File: config.mk
export PLATFORM = sky130hd
export DESIGN_NAME = systest_lfsr16
export DESIGN_NICKNAME = d
export VERILOG_FILES = /design/src/rtl/vl_systest_pkg.sv /design/src/rtl/systest_lfsr16.sv
export SDC_FILE = /design/constraint.sdc
export NUM_CORES = 1
export LEC_CHECK = 0
export ABC_AREA = 0
export CAP_MARGIN = 10
export CORE_AREA = 5 5 42 44
export CTS_CLUSTER_DIAMETER = 150
export DETAILED_ROUTE_END_ITERATION = 12
export DIE_AREA = 0 0 47 49
export DONT_BUFFER_PORTS = 1
export PLACE_DENSITY_LB_ADDON = 0.12
export SLEW_MARGIN = 20
export SYNTH_ARGS = -nofsm -noshare
export SYNTH_HDL_FRONTEND = slang
export SYNTH_SLANG_ARGS = --single-unit
File: constraint.sdc
create_clock -name clk -period 0.9 [get_ports clk]
set_input_delay 0.135 -clock clk [delete_from_list [all_inputs] [get_ports clk]]
set_output_delay 0.135 -clock clk [all_outputs]
set_load 0.02 [all_outputs]
File: src/rtl/vl_systest_pkg.sv
// Shared types and constants for the clog2 system-test stimulus/scoreboard block.
package vl_systest_pkg;

    localparam int unsigned LFSR_W = 16;
    localparam int unsigned CNT_W  = 32;

    // Fibonacci taps 16,14,13,11 expressed as bit positions 15,13,12,10.
    localparam logic [LFSR_W-1:0] LFSR_TAPS = 16'hB400;

    typedef enum logic [2:0] {
        IDLE   = 3'd0,
        APPLY  = 3'd1,
        SETTLE = 3'd2,
        CHECK  = 3'd3,
        DONE   = 3'd4
    } state_e;

endpackage

File: src/rtl/systest_lfsr16.sv
// 16-bit maximal-length Fibonacci LFSR with synchronous load of a non-zero seed.
module systest_lfsr16
    import vl_systest_pkg::*;
#(
    parameter logic [LFSR_W-1:0] SEED  = 16'hACE1,
    parameter int unsigned       OUT_W = 16
) (
    input  logic             clk,
    input  logic             rst,
    input  logic             load,
    input  logic             step,
    output logic [OUT_W-1:0] value
);

    // An all-zero seed would lock the register, so it is replaced by 1.
    localparam logic [LFSR_W-1:0] SEED_EFF = (SEED == '0) ? LFSR_W'(1) : SEED;

    logic [LFSR_W-1:0] lfsr_q;
    logic              feedback_c;

    assign feedback_c = ^(lfsr_q & LFSR_TAPS);

    // Reset and load both restart the sequence from the seed; step shifts once.
    always_ff @(posedge clk) begin
        if (rst || load) begin
            lfsr_q <= SEED_EFF;
        end else if (step) begin
            lfsr_q <= {lfsr_q[LFSR_W-2:0], feedback_c};
        end
    end

    assign value = lfsr_q[OUT_W-1:0];

endmodule

Word level (Yosys, flattened, before mapping)
Cells that the tools add are included.
- bits in registers: 16
- bits in latches: 0
- RAM bits: 0
- bits in read-only memories: 0
- input port bits: 4
- output and inout bits: 16
- word-level logic and storage cells: 3
- memories kept: 0
- add/subtract/negate cells: 0
- $mul: 0
- divide/modulo/power cells: 0
- $lt $le $gt $ge: 0
- equal/unequal tests: 0
- shift-type cells: 0
- multiplexer cells: 0
- bitwise logic cells: 0
- reductions and logical operators: 2
- operators with widths (operator ; count):
    $reduce_xor A16 Y1 ; 1
    $logic_or A1 B1 Y1 ; 1

Logic depth before layout (Yosys ltp)
Gate-level depths: netlist of the first run.
- depth in word-level cells: 1
- gate-level depth with buffers: 4

Least setup slack after synthesis of the first run
OpenSTA, ideal clock, no wires.
- kind: reg2reg
- start: reg lfsr_q[12], in the netlist value[12]
- end: reg lfsr_q[0], in the netlist value[0]
- setup time: 0.137 ns
- arrival time: 0.849 ns
- data required time: 0.763 ns
- setup slack: -0.085 ns
- stages on the path, launching flop included: 4
- path buffers: 0
- path through: dfxtp_1 xnor2_2 xnor2_1 a31oi_1
- word-level cells in the longest chain between the ends: 1
- ends and longest elaborated chain (element ; line ; RTL):
    start, declared ; systest_lfsr16.sv:18 ; logic [LFSR_W-1:0] lfsr_q;
    start signal, assigned ; systest_lfsr16.sv:28 ; lfsr_q <= {lfsr_q[LFSR_W-2:0], feedback_c};
    $reduce_xor A16 Y1 ; systest_lfsr16.sv:21 ; assign feedback_c = ^(lfsr_q & LFSR_TAPS);
Every way passes these cells.
A chain may end at the register's enable or synchronous reset.

Final worst setup path of the first run
- start: reg lfsr_q[10], in the netlist value[10]
- end: out value[10]
- RTL lines (element ; line ; RTL):
    end, declared ; systest_lfsr16.sv:12 ; output logic [OUT_W-1:0] value
No word-level cell between the ends.

==> results.tsv, run 1 <==
metric	value	unit
finalCritPeriodShare	101.6	%
postPlaceCellArea	716.9	µm²
ant_nets	0	
crit_path_max_fanout	3	
antenna_found_initial	0	
crit_family	flip-flops	
dp.cells	82	
slowest_delay	0.37	ns
grt_pass1_wl	1.994	mm
leakage	0.3839	nW
largest_reg_flops	16	
drt-initial-drc-count	6	
wl_per_cell	13.02	µm
core	1401	µm²
pre_cts_ws	0.06741	ns
max_clock_freq	1093	MHz
cts_tree	done	
routed.top_layer	met4	
grt_max_degree	18	
ys_async_sr_fraction	0	%
layout.cells.non_filler	91	
violations	hold timing, setup timing	
route.detailed.drc	0	
fin_ws	-0.01476	ns
num_vias	440	
port_buffers	0	
first_pass_iters	4	
tns	-0.05197	ns
path_class	flip-flop to output port	
drv_slew	0	
first_global_vias	453	
die_area	2303	µm²
seq_area_frac_synth	50.79	%
die_w	47	µm
drv_cap	0	
fin_area	845.8	µm²
num-nets-final	80	
synth_area_leaders	dfxtp_1, mux2i_1, nor2_1, xnor2_2, nand2_1	
grt_setup_unrepaired	yes	
synth_area	630.6	µm²
path_clk_slew	0.09	ns
dr_wl_met3	108	µm
yosysMostFrequentCell	dfxtp_1	
yosys_most_used_dff	dfxtp_1	
clk_path_buf_depth	2	
ys_ff_latch	16	
drive_above_1_share	54.67	%
nFillCells	122	
hold_ws	-0.05636	ns
ios	20	
endpoint_kind	output port	
yosys.area.top_type	dfxtp_1	
finClkSkew	0.004185	ns
area_growth	34.13	%
synth_edf_count	0	
htree_levels	1	
synth_cell_types	12	
tightestPinTransition	0.2076	ns
rrSetupSlack	0.05	ns
synthTopCellsByCount	dfxtp_1, mux2i_1, nor2_1	
ys_warn_count	0	
wl_met2	566	µm
num_rows	14	
syn_nets	60	
grt_usage	11.69	%
status	complete, but fails checks	
die_y	49	µm
start_kind	flip-flop	
finalSetupViolCount	4	
wl_met1	497	µm
grt.overflow.total	0	
powerDensity	1646	nW/µm²
hold_violations	5	
start_util	45.00	%
hold_path.class	input port to flip-flop	
period_minus_slack	0.9148	ns
place_congestion	0.6973	
cts_sinks	16	
cp_slowest_cell	dfxtp_2	
routed_wl	1.185	mm
critPathRequiredTime	0.76	ns
antennaDiodeCount	0	
numCtsBuffers	3	
syn_inst	56	
cp_num_buf_inv	1	
slew_headroom	86.16	%
synth_top_area_share	50.79	%
vias_per_cell	4.835	
dp_hpwl	864.7	µm
synth.avg_cell_area	11.26	µm²
clock-root-buffer	clkbuf_4	
ir_worst_vdd	1.138	mV
insertion_delay	0.28	ns
path_cells	buf_6	
arrival	0.78	ns
## cell families after synthesis
kind of cell,count (synthesis),share of synthesized area (%)
and+or+nand+nor,18,12.10
AOI/OAI and AO/OA,1,0.9927
xor gates and xnor gates,3,6.548
buffers and inverters,3,5.753
DFF,16,50.79
muxes,15,23.81
## metal layers
metal	vias up	global-route usage (%)
li1	224	-
met1	203	15.02
met2	11	17.19
met3	2	3.690
met4	0	5.530
met5	-	0
## path summary, 6_finish.rpt
path                                        startpoint                    end  cells after the start
worst max-delay path            value[10]$_SDFFE_PP1P_              value[10]                      1
worst min-delay path                              step  value[0]$_SDFFE_PP1P_                      1
worst max register to register  value[12]$_SDFFE_PP0P_  value[0]$_SDFFE_PP1P_                      3
worst min register to register   value[0]$_SDFFE_PP1P_  value[1]$_SDFFE_PP0P_                      2
## report_power, final
part / leakage, nW / switching [mW] / internal [mW]
clock: 0.0210 / 0.219 / 0.246
sequential: 0.131 / 0.0259 / 0.733
combinational: 0.232 / 0.0710 / 0.0980
## final cells by class
type                       count  area, µm²  share of cell area (%)
sequential                    16      342.8                   40.53
multi-input combinational     37      274.0                   32.40
timing repair buffer          18      172.7                   20.41
clock buffer                   4      36.28                   4.290
tap                           16      20.02                   2.367
## timing repair
action / in CTS / in global routing
endpoints found under the hold margin: 8 / 6
gates resized for setup: 17 / 6
setup endpoints to repair: 15 / 11
gates cloned: 0 / 0
setup buffers: 5 / 0
## stage by stage
stage	hold WS, ns	total power, mW	util, %
after floorplan	0.3005	0.8973	-
after global placement	0.2445	0.9156	51.16
after detailed placement	0.2533	0.9212	51.16
after CTS	-0.06245	1.409	59.02
after global routing	-0.06270	1.458	60.36
final	-0.05636	1.393	60.36
## cell usage in the layout (no fill, tap or decap)
cell type	netlist	final
nor3_2	1	1
clkbuf_8	0	1
buf_4	0	8
mux2i_1	15	15
buf_6	1	10
a31oi_1	1	1
xnor2_1	1	1
dfxtp_2	0	15
xnor2_2	2	2
clkbuf_4	0	3
dfxtp_4	0	1
or2_0	1	1
nor2_1	9	9
nand2_1	7	7
Note: power is estimated with default switching activity, not from simulation.
==> run 2: changes to the inputs <==
CORE_AREA = 3 3 40 42   (was 5 5 42 44)
DIE_AREA = 0 0 43 45   (was 0 0 47 49)
clock period = 0.8 ns   (was 0.9 ns; I/O delays follow)
==> run 2 against run 1 <==
Net effect:
- the run still ends with hold timing, setup timing left
- register-to-register slack got worse by 0.22 ns
- critical path depth increased by 1
- first-iteration DRC count decreased by 17%
- design area increased by 16%
- sequential share of layout area decreased by 4.8 points
- worst setup slack got worse by 0.18 ns
- clock skew increased by 0.0017 ns
- global-route usage increased by 5.0 points
- routed wire length increased by 21%
- critical endpoint is now value[12]
- highest routed layer unchanged
==> results.tsv, run 2 (synthesized netlist as in run 1, its figures left out) <==
metric	value	unit	change
status	complete, but fails checks		unchanged
violations	hold timing, setup timing		unchanged
max_clock_freq	1004	MHz	
finClkSkew	0.005862	ns	was 0.004185 ns
cts_sinks	16		unchanged
ant_nets	0		unchanged
finalCritPeriodShare	124.5	%	
grt_usage	16.72	%	was 11.69%
antenna_found_initial	0		unchanged
register_area	350.3	µm²	was 342.8 µm²
drive_above_1_share	61.80	%	was 54.67%
r2r-end	value[0]$_SDFFE_PP1P_		unchanged
arrival	0.88	ns	was 0.78 ns
dp_hpwl	877.2	µm	was 864.7 µm
nFillCells	79		was 122
start_kind	flip-flop		unchanged
route.detailed.drc	0		unchanged
finalSetupViolCount	21		was 4
multi_input_comb_area	277.8	µm²	was 274.0 µm²
ios	20		unchanged
final_cell_mix	buf_6, mux2i_1, buf_4		was mux2i_1, dfxtp_2, buf_6
htree_levels	1		unchanged
die_area	1935	µm²	was 2303 µm²
vias_per_cell	4.923		was 4.835
power_switching	0.3602	mW	was 0.3156 mW
antennaDiodeCount	0		unchanged
insertion_delay	0.28	ns	about the same
dp.cells	88		was 82
clock-root-buffer	clkbuf_4		unchanged
cts_tree	done		unchanged
die_w	43	µm	was 47 µm
grt_max_degree	18		unchanged
rr_worst_depth	4		was 3
path_clk_slew	0.09	ns	about the same
tns	-1.681	ns	was -0.05197 ns
leakage	0.4548	nW	was 0.3839 nW
first_pass_iters	4		unchanged
num_rows	13		was 14
crit_path_max_fanout	2		was 3
grt_pass1_wl	2.352	mm	was 1.994 mm
grt.overflow.total	0		unchanged
die_y	45	µm	was 49 µm
grtUsageMet3	3.187	%	was 3.690%
seqPwrFrac	55.8	%	was 54.5%
ir_worst_vdd	1.487	mV	was 1.138 mV
clkPwrFrac	28.8	%	was 33.4%
grtUsageMet1	19.80	%	was 15.02%
gr-usage-met2	27.84	%	was 17.19%
fin_ws	-0.1961	ns	was -0.01476 ns
num-nets-final	94		was 80
hold_path.class	input port to flip-flop		unchanged
area_growth	55.56	%	was 34.13%
combPwrFrac	15.4	%	was 12.1%
drt-initial-drc-count	5		was 6
slew_headroom	77.81	%	was 86.16%
hold_ws	-0.06911	ns	was -0.05636 ns
core	1285	µm²	was 1401 µm²
numCtsBuffers	3		unchanged
path_class	flip-flop to output port		unchanged
drv_slew	0		unchanged
routed_wl	1.439	mm	was 1.185 mm
tightestPinTransition	0.3328	ns	was 0.2076 ns
rrSetupSlack	-0.17	ns	was 0.05 ns
wl_per_cell	13.84	µm	was 13.02 µm
num_vias	512		was 440
crit_start	value[12]$_SDFFE_PP0P_		was value[10]$_SDFFE_PP1P_
crit-reg2reg-launch	value[12]$_SDFFE_PP0P_		unchanged
hold_violations	9		was 5
largest_reg_flops	16		unchanged
pre_cts_ws	-0.03659	ns	was 0.06741 ns
port_buffers	0		unchanged
place_congestion	0.7025		was 0.6973
endpoint	value[12]		was value[10]
first_global_vias	519		was 453
endpoint_kind	output port		unchanged
layout.cells.non_filler	104		was 91
period_minus_slack	0.9961	ns	
top_usage_layer	met2		unchanged
layout_commonest_cell	buf_6		
drv_cap	0		unchanged
powerDensity	1537	nW/µm²	was 1646 nW/µm²
grt_setup_unrepaired	yes		unchanged
p_sw_share	23.89	%	was 22.66%
internal-power	1.147	mW	was 1.077 mW
clk_path_buf_depth	2		unchanged
start_util	49.08	%	was 45.00%
critPathRequiredTime	0.68	ns	was 0.76 ns
## run 2: what timing repair did
item	4_1_cts	5_1_grt
resized for setup	29	2
buffers inserted	11	1
hold endpoints to repair	10	9
pin swaps	1	4
setup endpoints to repair	22	24
## run 2: stage by stage
stage | instance area (µm²) | total power [mW] | util (%)
detailed placement | 778.2 | 1.038 | 60.56
global placement | 778.2 | 1.030 | 60.56
floorplan | 645.6 | 1.002 | -
finish | 980.9 | 1.508 | 76.34
global route | 980.9 | 1.589 | 76.34
CTS | 965.9 | 1.509 | 75.17
## run 2: power groups by stage
stage	clock network, mW	logic, mW	registers (mW)
2_1_floorplan	0	0.113	0.889
3_3_place_gp	0	0.177	0.854
3_5_place_dp	0	0.181	0.856
4_1_cts	0.444	0.224	0.841
5_1_grt	0.495	0.248	0.846
6_report	0.433	0.233	0.842
## run 2: how the worst min path moves through the flow
stage          startpoint                endpoint  cells past startpoint  slack (ns)
2_1_floorplan         rst  value[10]$_SDFFE_PP1P_                      2        0.28
3_3_place_gp         step   value[0]$_SDFFE_PP1P_                      1        0.24
3_5_place_dp         step   value[0]$_SDFFE_PP1P_                      1        0.24
4_1_cts              step   value[0]$_SDFFE_PP1P_                      1       -0.08
5_1_grt              step   value[0]$_SDFFE_PP1P_                      1       -0.09
6_report             step   value[0]$_SDFFE_PP1P_                      1       -0.07
## run 2: final cells by class
cell class | count | share of cell area, %
clock buffers | 4 | 2.679
multi-input cells | 37 | 28.32
flip-flops and latches | 16 | 35.71
well taps | 15 | 1.913
repair buffers | 32 | 31.38
## run 2: critical path, cell delays in order, from the launching register on
cell and delay [ns]:
dfxtp_4 0.36, buf_6 0.11, buf_6 0.12
## run 2: routing by layer
metal / vias up / wire length [µm]
met5: - / 0
met4: 0 / 38
met3: 5 / 80
met2: 18 / 730
met1: 236 / 590
li1: 253 / -
